--- config.mk ---
export PLATFORM = sky130hd
export DESIGN_NAME = case_conv_ctrl
export DESIGN_NICKNAME = d
export VERILOG_FILES = /design/src/rtl/case_conv_ctrl.sv
export SDC_FILE = /design/constraint.sdc
export NUM_CORES = 1
export LEC_CHECK = 0
export ABC_CLOCK_PERIOD_IN_PS = 2840
export CORE_MARGIN = 5
export CORE_UTILIZATION = 54
export DETAILED_ROUTE_END_ITERATION = 10
export PLACE_DENSITY = 0.74
export SETUP_SLACK_MARGIN = 0.2
export SYNTH_ARGS = -nofsm -noshare
export SYNTH_HDL_FRONTEND = slang
export SYNTH_SLANG_ARGS = --single-unit
--- constraint.sdc ---
create_clock -name i_clk -period 2.84 [get_ports i_clk]
set_clock_uncertainty 0.15 [all_clocks]
set_input_delay 0.852 -clock i_clk [delete_from_list [all_inputs] [get_ports i_clk]]
set_output_delay 0.852 -clock i_clk [all_outputs]
set_load 0.03 [all_outputs]
--- src/rtl/case_conv_ctrl.sv ---
// rtl/case_conv_ctrl.sv - UART case-converting byte FIFO with TX launch FSM.
// Optional CR->CRLF expansion when CASE_CONV_CRLF_EN is defined.
module case_conv_ctrl #(
  parameter int DEPTH = 4
) (
  input  logic                     i_clk,
  input  logic                     i_rst_n,
  input  logic [7:0]               i_rx_data,
  input  logic                     i_rx_valid,
  input  logic [1:0]               i_mode,
  input  logic                     i_tx_busy,
  input  logic                     i_clr_ovf,
  output logic [7:0]               o_tx_data,
  output logic                     o_tx_start,
  output logic [$clog2(DEPTH):0]   o_fifo_count,
  output logic                     o_overflow
);

  localparam int PW = $clog2(DEPTH);
  localparam int CW = PW + 1;

  typedef enum logic [1:0] {IDLE, LAUNCH, DRAIN} state_e;

  state_e          state_q;
  logic [1:0]      timer_q;
  logic [7:0]      tx_data_q;
  logic            tx_start_q;
  logic            overflow_q;
  logic [CW-1:0]   count_q, count_d;
  logic [PW-1:0]   wr_ptr_q, rd_ptr_q;
  logic [7:0]      mem_q [DEPTH];
  logic [7:0]      conv_d;
  logic            full, empty, push, pop, launch_fifo;

  // Mode bit 0 folds lowercase to upper, bit 1 folds uppercase to lower.
  always_comb begin
    conv_d = i_rx_data;
    if (i_mode[0] && i_rx_data >= 8'h61 && i_rx_data <= 8'h7A)
      conv_d = i_rx_data - 8'h20;
    else if (i_mode[1] && i_rx_data >= 8'h41 && i_rx_data <= 8'h5A)
      conv_d = i_rx_data + 8'h20;
  end

  assign full  = (count_q == CW'(DEPTH));
  assign empty = (count_q == '0);
  assign push  = i_rx_valid && !full;

`ifdef CASE_CONV_CRLF_EN
  logic lf_pending_q;
  logic launch_lf;
  assign launch_lf   = (state_q == IDLE) && !i_tx_busy && lf_pending_q;
  assign launch_fifo = (state_q == IDLE) && !i_tx_busy && !empty && !lf_pending_q;
`else
  assign launch_fifo = (state_q == IDLE) && !i_tx_busy && !empty;
`endif
  assign pop = launch_fifo;

  always_comb begin
    count_d = count_q;
    case ({push, pop})
      2'b10:   count_d = count_q + 1'b1;
      2'b01:   count_d = count_q - 1'b1;
      default: count_d = count_q;
    endcase
  end

  always_ff @(posedge i_clk) begin
    if (push) mem_q[wr_ptr_q] <= conv_d;
  end

  always_ff @(posedge i_clk or negedge i_rst_n) begin
    if (!i_rst_n) begin
      count_q    <= '0;
      wr_ptr_q   <= '0;
      rd_ptr_q   <= '0;
      overflow_q <= 1'b0;
    end else begin
      count_q <= count_d;
      if (push) wr_ptr_q <= wr_ptr_q + 1'b1;
      if (pop)  rd_ptr_q <= rd_ptr_q + 1'b1;
      // A drop in the same cycle as a clear leaves the flag set.
      if (i_rx_valid && full) overflow_q <= 1'b1;
      else if (i_clr_ovf)     overflow_q <= 1'b0;
    end
  end

  always_ff @(posedge i_clk or negedge i_rst_n) begin
    if (!i_rst_n) begin
      state_q      <= IDLE;
      timer_q      <= '0;
      tx_data_q    <= 8'h00;
      tx_start_q   <= 1'b0;
`ifdef CASE_CONV_CRLF_EN
      lf_pending_q <= 1'b0;
`endif
    end else begin
      tx_start_q <= 1'b0;
      case (state_q)
        IDLE: begin
`ifdef CASE_CONV_CRLF_EN
          if (launch_lf) begin
            tx_data_q    <= 8'h0A;
            tx_start_q   <= 1'b1;
            lf_pending_q <= 1'b0;
            timer_q      <= '0;
            state_q      <= LAUNCH;
          end else
`endif
          if (launch_fifo) begin
            tx_data_q  <= mem_q[rd_ptr_q];
            tx_start_q <= 1'b1;
            timer_q    <= '0;
            state_q    <= LAUNCH;
`ifdef CASE_CONV_CRLF_EN
            if (mem_q[rd_ptr_q] == 8'h0D) lf_pending_q <= 1'b1;
`endif
          end
        end
        LAUNCH: begin
          // No busy within four cycles means the transmitter took the byte silently.
          if (i_tx_busy)            state_q <= DRAIN;
          else if (timer_q == 2'd3) state_q <= IDLE;
          else                      timer_q <= timer_q + 1'b1;
        end
        DRAIN: begin
          if (!i_tx_busy) state_q <= IDLE;
        end
        default: state_q <= IDLE;
      endcase
    end
  end

  assign o_tx_data    = tx_data_q;
  assign o_tx_start   = tx_start_q;
  assign o_fifo_count = count_q;
  assign o_overflow   = overflow_q;

endmodule

; ---- Word-level counts from Yosys, hierarchy flattened
; Memories as Yosys holds them, arrays and structs flattened. A register that Yosys moved wholly into a read port is not among the register bits.
; Index checks and enable logic that the tools add are counted.
; Widths: inputs -> output; s select.
[op_classes]
n_addsub = 7
reduce_logical = 20
eq_ne = 11
n_lt_le_gt_ge = 4
mux = 18
[ops]
columns = op, count
row1 = $ge 8x7->1 const B, 2
row2 = $le 8x7->1 const B, 2
row3 = $mux 8, 2
row4 = $mux 2, 7
row5 = $add 8x6->8 const B, 1
row6 = $logic_and 1x1->1, 8
row7 = $ne 2x2->1 const B, 4
row8 = $sub 8x6->8 const B, 1
row9 = $add 2x1->2 const B, 3
row10 = $eq 2x2->1 const B, 3
row11 = $mux 1, 6
row12 = $pmux 2 s3, 1
row13 = $pmux 3 s2, 1
row14 = $reduce_bool 2->1, 3
row15 = $eq 2x1->1 const B, 2
row16 = $logic_not 1->1, 4
row17 = $pmux 2 s2, 1
row18 = $reduce_and 4->1, 1
row19 = $add 3x1->3 const B, 1
row20 = $eq 3x3->1 const B, 1
row21 = $logic_not 3->1, 1
row22 = $ne 3x3->1 const B, 1
row23 = $reduce_and 3->1, 1
row24 = $sub 3x1->3 const B, 1
row25 = 2 further kinds, 2
[word_totals]
output_inout_bits = 13
n_memories = 1
mem_bits_rw = 32
ff_bits = 13
[mem_list]
columns = memory, words, word_bits, rd, rd_clocked_by_memory_dff, wr, line_no
row1 = mem_q, 4, 8, 1, 1, 1, 31  ; logic [7:0] mem_q [DEPTH];

; ---- Logic depth before layout (Yosys ltp)
[logic_depth]
word_depth = 5
mapped_depth = 9
mapped_depth_nobuf = 9

; ---- Worst setup path after synthesis
; No wires, ideal clock.
[synth_path]
path_type = input to register
from = in i_tx_busy
to = reg count_q[2], in the netlist o_fifo_count[2]
t_required_ps = 2609
arrival_ps = 2591
setup_time_ps = 81
stages = 8
setup_slack_ps = 18
cell_sequence = nor4_1 buf_2 ha_1 inv_1 fa_1 xor2_1 nor2_1 xor2_1
[synth_via]
elab_chain_cells = 5
elab_cells_between_ends = 7
cone_classes = 2 x eq/ne / 1 x mux / 4 x reduce/logical
[synth_rtl]
columns = element, line_no
row1 = from (decl), 11  ; input logic i_tx_busy,
row2 = $logic_not 1->1 (*), -
row3 = $logic_and 1x1->1 (*) (2 in series), 54  ; assign launch_fifo = (state_q == IDLE) && !i_tx_busy && !empty;
row4 = via launch_fifo, 33  ; logic full, empty, push, pop, launch_fifo;
row5 = $eq 2x1->1 / $eq 2x2->1 (equally long branches), 60  ; case ({push, pop})
row6 = $pmux 3 s2 / $reduce_bool 2->1 (equally long branches), -
row7 = to (signal assigned), 78  ; count_q <= count_d;
row8 = to (decl), 29  ; logic [CW-1:0] count_q, count_d;
; Mark *: on every way through the listed nets, which the timed path passes. The rest lies on a longest branch.
; A chain may end at the register's enable or synchronous reset.

; ---- Worst setup path after layout
[layout_path]
from = in i_rx_data[3]
to = mem mem_q[2][7] (data pin)
[layout_via]
elab_chain_cells = 5
elab_cells_between_ends = 12
cone_classes = 2 x add/sub / 4 x order compare / 2 x mux / 4 x reduce/logical
[layout_rtl]
columns = element, line_no
row1 = from (decl), 8  ; input logic [7:0] i_rx_data,
row2 = $ge 8x7->1, 40  ; else if (i_mode[1] && i_rx_data >= 8'h41 && i_rx_data <= 8'h5A)
row3 = $logic_and 1x1->1 (2 in series), 40
row4 = $mux 8, 40
row5 = $mux 8 (*), 38  ; if (i_mode[0] && i_rx_data >= 8'h61 && i_rx_data <= 8'h7A)
row6 = via conv_d[7], 32  ; logic [7:0] conv_d;
row7 = to (decl), 31
; Marked as above.

==> flow_summary_export.csv <==
group,metric,value,unit
status,outcome,"completed",
logic_synthesis,yosysTopAreaCell,"edfxtp_1",
setup_path,crit_fanout,4,
logic_synthesis,syn-num-nets,167,
sta,finalHoldViolCount,0,
layout,final_common_cell,"edfxtp_1",
layout,seqCellArea,0.001486,mm2
clock_tree,clk_latency,0.29,ns
min_path,worstHoldStart,"timer_q[0]$_DFFE_PN0P_",
clock_tree,cts-root-buf,"clkbuf_8",
setup_path,cp.buffers_inverters,1,
clock_tree,path_clk_slew,0.08,ns
sta,fin_crit_sh,92.60,%
sta,rsz0062_at_grt,"false",
floorplanning,start_util,56.61,%
floorplanning,die_area,0.005659,mm2
power_and_ir_drop,power,2.747,mW
sta,max_freq,380.2,MHz
logic_synthesis,ys_seq_area_share,64.71,%
placement,dp_slack,-0.2814,ns
logic_synthesis,yosysWarnings,0,
global_route,grt_max_degree,22,
global_route,overflow,0,
setup_path,endpoint_kind,"register",
placement,post-dp-hpwl,2883,um
route,routed_wl,4081,um
global_route,antenna_found_initial,0,
logic_synthesis,netlist_area,0.002297,mm2
logic_synthesis,ys_types,39,
route,via_count,1340,
clock_tree,cts_inserted_buffers,5,
setup_path,crit_start,"i_rx_data[3]",
layout,fillers,265,
setup_path,r2r-start,"o_fifo_count[0]$_DFFE_PN0P_",
floorplanning,die_x,75.23,um
clock_tree,htree_levels,2,
min_path,worstHoldPathType,"reg2reg",
logic_synthesis,yosys-top-cells-area,"edfxtp_1 42%, dfrtp_1 23%, mux4_2 7.8%",
floorplanning,rows,23,
setup_path,slowest_stage,"or4_4",
layout,fin_util,70.37,%
route,first_pass_iters,4,
logic_synthesis,synthFlopType,"edfxtp_1",
logic_synthesis,avgSynthCellArea,16.18,um2
clock_tree,cts_setup_buffers,0,
floorplanning,placeableCoreArea,0.004058,mm2
setup_path,crit_type,"in2reg",
clock_tree,cts_tree,"built",
clock_tree,ctsHoldBuffers,0,
setup_path,path_cells,"dlygate4sd2_1 > or4_4 > o311a_1 > and2_4 > a311o_1",
global_route,track_usage,16.12,%
setup_path,critPathArrivalTime,2.50,ns
logic_synthesis,yosysTopAreaCellShare,41.83,%
sta,maxSlewViolCount,0,
floorplanning,ios,28,
global_route,grt_pass1_vias,1415,
route,ant_nets,0,
flow_run,cap_viol_max_count,0,
global_route,grt_pass1_wl,6644,um
route,drcViolationCount,0,
sta,worst_pin_slew,0.5941,ns
route,routedWlPerCell,17.08,um
sta,fin_tns_setup,0,ns
sta,setup_ws,0.2101,ns
layout,area_growth,24.29,%
logic_synthesis,synthCells,142,
layout,layout.nets,213,
setup_path,required,2.71,ns
floorplanning,fp.dieH,75.23,um
logic_synthesis,postSynth.asyncResetShare,39.62,%
route,via_per_inst,5.607,
sta,final.min_clock_period,2.630,ns
layout,layout_common_cells,"32 x edfxtp_1, 22 x clkdlybuf4s50_1, 21 x dfrtp_1, 15 x buf_4, 11 x inv_1",
setup_path,path_delay_family,"simple AND/OR/NAND/NOR gates",
logic_synthesis,ys_ff_latch,53,
power_and_ir_drop,total_leakage_power,1.125,nW
layout,multi_input_area,794.5,um2
layout,insertedDiodeCount,0,
clock_tree,clock_path_buffers,2,
setup_path,critPathLaunchType,"input port",
route,drt-initial-drc-count,39,
sta,slew_headroom,60.39,%
placement,io_buffers,27,
layout,drive_gt1_share,24.87,%
placement,gp_congestion,0.8873,
clock_tree,clock-sinks,53,
sta,finalSetupViolCount,0,
logic_synthesis,synth_edf_count,32,
power_and_ir_drop,p_per_area,962.1,mW/mm2
setup_path,cp_slowest_stage_delay,0.52,ns
power_and_ir_drop,irDropWorstVdd,0.3835,mV
[state kept, by name, summed over array words and instances (netlist names)]
name and flops:
mem_q 32, o_fifo_count 3, o_overflow 1, o_tx_data 8, o_tx_start 1, rd_ptr_q 2, state_q 2, timer_q 2
wr_ptr_q 2
[timing repair]
action,in CTS,in global routing
setup endpoints to repair,13,8
resized for setup,4,6
pin swaps,3,4
[per-stage QoR]
| step | hold slack [ns] | area [um2] | std cells |
|---|---|---|---|
| 4_1_cts | 0.3382 | 2829 | 239 |
| 3_5_place_dp | 0.3267 | 2744 | 231 |
| 3_3_place_gp | 0.3173 | 2744 | 231 |
| 6_report | 0.3345 | 2855 | 239 |
| 2_1_floorplan | 0.3073 | 2315 | 142 |
| 5_1_grt | 0.3419 | 2855 | 239 |
[final timing paths]
path / slack (ns) / to / cells past startpoint
min in group asynchronous: 0.75 / o_tx_data[3]$_DFFE_PN0P_ / 2
min: 0.33 / timer_q[0]$_DFFE_PN0P_ / 1
max in group asynchronous: 1.56 / o_tx_data[7]$_DFFE_PN0P_ / 2
max: 0.21 / mem_q[2][7]$_DFFE_PP_ / 5
max reg2reg: 0.86 / o_fifo_count[2]$_DFFE_PN0P_ / 8
min reg2reg: 0.33 / timer_q[0]$_DFFE_PN0P_ / 1
[layer usage]
metal  part of all wire (%)  track usage, %  vias to the layer above
met5                      0               0                        -
met4                      0           5.243                        0
met3                    4.4           2.804                        0
met2                     55           28.92                       34
met1                     40           19.77                      685
li1                       -               -                      621
[Yosys cell counts, drive strengths merged, types with 2 or more instances]
cell type	number
and2	6
buf	3
dfrtp	21
edfxtp	32
ha	9
inv	11
mux2	9
mux2i	2
mux4	8
nand2	3
nor2	3
nor3	3
nor4	2
o21ai	2
xnor2	3
xor2	4
[area by class of cell]
class / instances / area share (%)
clock buffers: 8 / 3.155
flip-flops and latches: 53 / 52.06
well taps: 50 / 2.191
repair buffers: 42 / 13.32
multi-input cells: 75 / 27.83
inverters: 11 / 1.446
[report_power, final]
group	switching, mW	leakage (nW)	internal [mW]	total [mW]
combinational	0.525	0.532	0.539	1.06
sequential	0.191	0.548	1.07	1.26
clock	0.220	0.0455	0.199	0.419
total	0.936	1.13	1.81	2.75
[logic make-up (layout without fill, tap and decap cells)]
family	count (synthesis)	count (layout)	synth area share [%]
compound gates	13	13	4.195
xor+xnor	7	7	2.669
fa+ha+maj	10	10	5.774
buf+inv	14	61	2.396
flops	53	53	64.71
mux	19	19	13.13
simple gates	26	26	7.135
Note: power is estimated with default switching activity, not from simulation.
